### src/rtl/parity.sv
// Three-input parity generator: combinational parity and ones count, plus a
// registered parity copy and a clearable running-parity accumulator.
module parity #(
    parameter bit ODD = 1'b0
) (
    input  logic       clk,
    input  logic       rst,
    input  logic       a,
    input  logic       b,
    input  logic       c,
    input  logic       acc_en,
    input  logic       acc_clr,
    output logic       p,
    output logic [1:0] ones,
    output logic       p_q,
    output logic       p_acc
);

    logic p_d;
    logic p_acc_d;
    logic p_acc_q;

    always_comb begin
        p       = a ^ b ^ c ^ ODD;
        ones    = {1'b0, a} + {1'b0, b} + {1'b0, c};
        p_d     = p;
        p_acc_d = p_acc_q;
        // Clear takes priority over accumulate when both are asserted.
        if (acc_clr) begin
            p_acc_d = 1'b0;
        end else if (acc_en) begin
            p_acc_d = p_acc_q ^ p;
        end
    end

    always_ff @(posedge clk or posedge rst) begin
        if (rst) begin
            p_q     <= 1'b0;
            p_acc_q <= 1'b0;
        end else begin
            p_q     <= p_d;
            p_acc_q <= p_acc_d;
        end
    end

    assign p_acc = p_acc_q;

endmodule

### config.mk
export PLATFORM = sky130hd
export DESIGN_NAME = parity
export DESIGN_NICKNAME = d
export VERILOG_FILES = /design/src/rtl/parity.sv
export SDC_FILE = /design/constraint.sdc
export NUM_CORES = 1
export LEC_CHECK = 0
export ABC_AREA = 1
export CAP_MARGIN = 20
export CORE_AREA = 2 2 39 41
export CTS_BUF_LIST = sky130_fd_sc_hd__clkbuf_4
export DETAILED_ROUTE_END_ITERATION = 16
export DIE_AREA = 0 0 41 43
export PLACE_DENSITY = 0.39
export SYNTH_ARGS = -nofsm -noshare
export SYNTH_HDL_FRONTEND = slang
export SYNTH_SLANG_ARGS = --single-unit
export TNS_END_PERCENT = 1
### constraint.sdc
create_clock -name clk -period 2.5 [get_ports clk]
set_input_delay 0.5 -clock clk [delete_from_list [all_inputs] [get_ports clk]]
set_output_delay 0.5 -clock clk [all_outputs]
set_load 0.01 [all_outputs]
### Yosys cells after proc, flatten, opt, wreduce, memory -nomap -nowiden

Index checks and enable logic that the tools add are counted.
Widths: inputs -> output; s select.

* bitwise gates (word level): 3
* reduce and logical (&&, ||, !) cells: 1
* multiplexer cells: 2
* add/sub/neg operators: 2

Operator list (number)
* $xor 1x1->1: 3
* $add 1x1->2: 1
* $add 2x1->2: 1
* $mux 1: 2
* $reduce_bool 2->1: 1

* word-level logic and storage cells: 10
* input port bits: 7
* register bits after elaboration: 2

### Longest topological paths before layout

* depth in word-level cells: 5
* gate-level depth with buffers: 4
* gate-level depth less buffers: 4

### Worst setup path after synthesis

Ideal clock, no wire load.

* path kind: input port to output port
* from: input a
* to: output ones[0]
* slack: 705 ps
* cell stages on the path: 2
* required time: 2000 ps
* arrival: 1295 ps
* path through: fa_1 -> buf_4

* cells in the longest elaborated chain, start to end: 2

Ends and longest elaborated chain
* start: declaration: RTL line 8 `input logic a,`
* $add 1x1->2: RTL line 25 `ones = {1'b0, a} + {1'b0, b} + {1'b0, c};`
* $add 2x1->2: RTL line 25
* end: declaration: RTL line 14 `output logic [1:0] ones,`

No other way between the ends.

### Final worst setup path

* from: input a
* to: output p

* cells in the longest elaborated chain, start to end: 2

Ends and longest elaborated chain
* $xor 1x1->1 (2 in series): RTL line 24 `p = a ^ b ^ c ^ ODD;`
* end: declaration: RTL line 13 `output logic p,`

No other way between the ends.

==> metrics.yaml <==
timing:
  min_period_ns: 2.33
  hold_viol_final: 0
  report.final.slew_viol_count: 0
  rsz0062_at_grt: "false"
  setup_viol: 0
  maxSlewHeadroom_pct: 91.3
  skew_ns: 0
  worstMarginPinSlew_ns: 0.131
  hold_ws_ns: 0.446
  fmax_ghz: 0.428
  timing.final.crit_share_pct: 93.4
grt:
  grt_max_degree: 5
  grt_pass1_vias: 135
  grt_first_pass_wirelength_um: 469
  overflow: 0
  grt.total_usage_pct: 5.02
  antenna_found_initial: 0
layout:
  final_area_um2: 255
  drive_above_1_share_pct: 20.8
  final_cell_mix: "9 x clkdlybuf4s50_1, 3 x clkbuf_4, 2 x inv_1, 2 x dlygate4sd2_1, 2 x dfrtp_1"
  area_delta_synth_final_pct: 149
  insertedDiodeCount: 0
  final_cells: 40
  final_common_cell: "clkdlybuf4s50_1"
  fin_util_pct: 18.4
  nNetsFinal: 34
floorplanning:
  row_count: 14
  die_h_um: 43
  die_x_um: 41
  pin_count: 12
  start_util_pct: 7.41
  die-area_um2: 1760
  core_um2: 1380
drt:
  vias_per_cell: 3.10
  vias: 124
  first_pass_iters: 1
  wirelength_um: 335
  wl_per_cell_um: 8.38
  drt_drc_violations_left: 0
  drtIter0Drc: 0
  detail-route-antenna-nets: 0
clock_tree:
  tritoncts: "done"
  clk_pin_slew_ns: 0.03
  holdBufCountCts: 0
  cts_inserted_buffers: 3
  root_buffer: "clkbuf_4"
  clock_latency_ns: 0.22
  ctsLongestPathBuffers: 2
  clkSinkCount: 2
  htreeDepth: 1
pwr:
  peakVddDrop_mv: 0.0882
  p_switching_mw: 0.0377
  pwr-share-seq_pct: 24.7
  swShare_pct: 24.1
  combPwrFrac_pct: 30.2
  clkPwrFrac_pct: 45.0
  p_int_mw: 0.119
  total_leakage_power_nw: 0.113
  powerDensity_nw_per_um2: 613
setup_path:
  required_ns: 2.00
  path_max_fanout: 4
  endpoint_kind: "primary output"
  critPathMaxStageDelay_ns: 0.62
  arrival_ns: 1.83
  critPathKind: "in2out"
  critPathLaunchType: "input pin"
  slowest_stage: "fa_2"
  crit_chain: "clkdlybuf4s50_1 > fa_2 > dlygate4sd2_1"
synthesis:
  ys_ff_latch: 2
  seq_area_frac_synth_pct: 48.8
  post_synth.cell_area_avg_um2: 10.3
  synthesis.instances: 10
  syn-cell-area_um2: 103
  syn_nets: 18
  ys_types: 8
  ys_warn_count: 0
placement:
  dp.cells: 37
  gp_congestion: 0.494
  portBuffers: 11
  postPlaceCellArea_um2: 233
job:
  cap_violations: 0
worst_hold_path:
  worstHoldPathType: "in2async"
run_status:
  status: "finished clean"
worst max-delay path, delay by kind of cell:
family / cells / cell delay [ns]
fa+ha+maj: 1 / 0.62
buf+inv: 2 / 0.72
power by group through the flow:
stage | logic (mW) | clock network [mW] | registers, mW
global placement | 0.0488 | 0 | 0.0387
finish | 0.0473 | 0.0705 | 0.0387
CTS | 0.0487 | 0.0762 | 0.0388
floorplan | 0.0162 | 0 | 0.0411
global route | 0.0523 | 0.0770 | 0.0391
detailed placement | 0.0515 | 0 | 0.0391
what timing repair did:
| item | CTS | global route |
|---|---|---|
| setup buffers | 0 | 0 |
| setup endpoints to repair | 2 | 0 |
| resized for setup | 3 | 0 |
per-stage QoR:
stage	worst slack [ns]	setup TNS [ns]	power (mW)
global placement	-0.0961	-0.191	0.0874
detailed placement	-0.150	-0.300	0.0906
finish	0.165	0	0.156
floorplan	0.705	0	0.0572
CTS	0.145	0	0.164
global route	0.110	0	0.168
cell type report:
cell class | instances | area [um^2]
fillers | 156 | 1130
repair buffers | 12 | 115
multi-input cells | 5 | 40.0
well taps | 16 | 20.0
clock buffers | 3 | 22.5
inverters | 2 | 7.51
flip-flops and latches | 2 | 50.0
cells in the mapped netlist:
cell type / n / area (um^2)
a21oi_1: 1 / 5.00
dfrtp_1: 2 / 50.1
nand2_1: 1 / 3.75
buf_4: 1 / 7.51
fa_1: 1 / 20.0
nand3_1: 1 / 5.00
nor2_1: 1 / 3.75
inv_1: 2 / 7.51
final timing paths:
kind,start,endpoint,slack (ns),depth (start not counted)
hold reg to reg,p_acc,p_acc,0.56,2
min in group clk,p_acc,p_acc,0.56,2
max in group asynchronous,rst,p_acc,1.95,2
setup / recovery,a,p,0.17,3
setup reg to reg,p_acc,p_acc,1.80,2
hold / removal,rst,p_q,0.45,2
per-layer routing:
layer,global-route usage [%],vias to the layer above,routed length [um]
li1,-,57,-
met1,2.88,55,92
met2,5.63,12,157
met3,5.76,0,86
met4,8.00,0,0
met5,0,-,0
flip-flops by register name (all words and copies together) (netlist names):
name,count
p_q,1
p_acc,1
cell families (layout without fill, tap and decap cells):
kind of cell,count (synthesis),count (layout),synth area share (%)
flops,2,2,48.8
compound gates,1,1,4.87
simple gates,3,3,12.2
fa+ha+maj,1,1,19.5
buf+inv,3,17,14.6
Note: power is estimated with default switching activity, not from simulation.
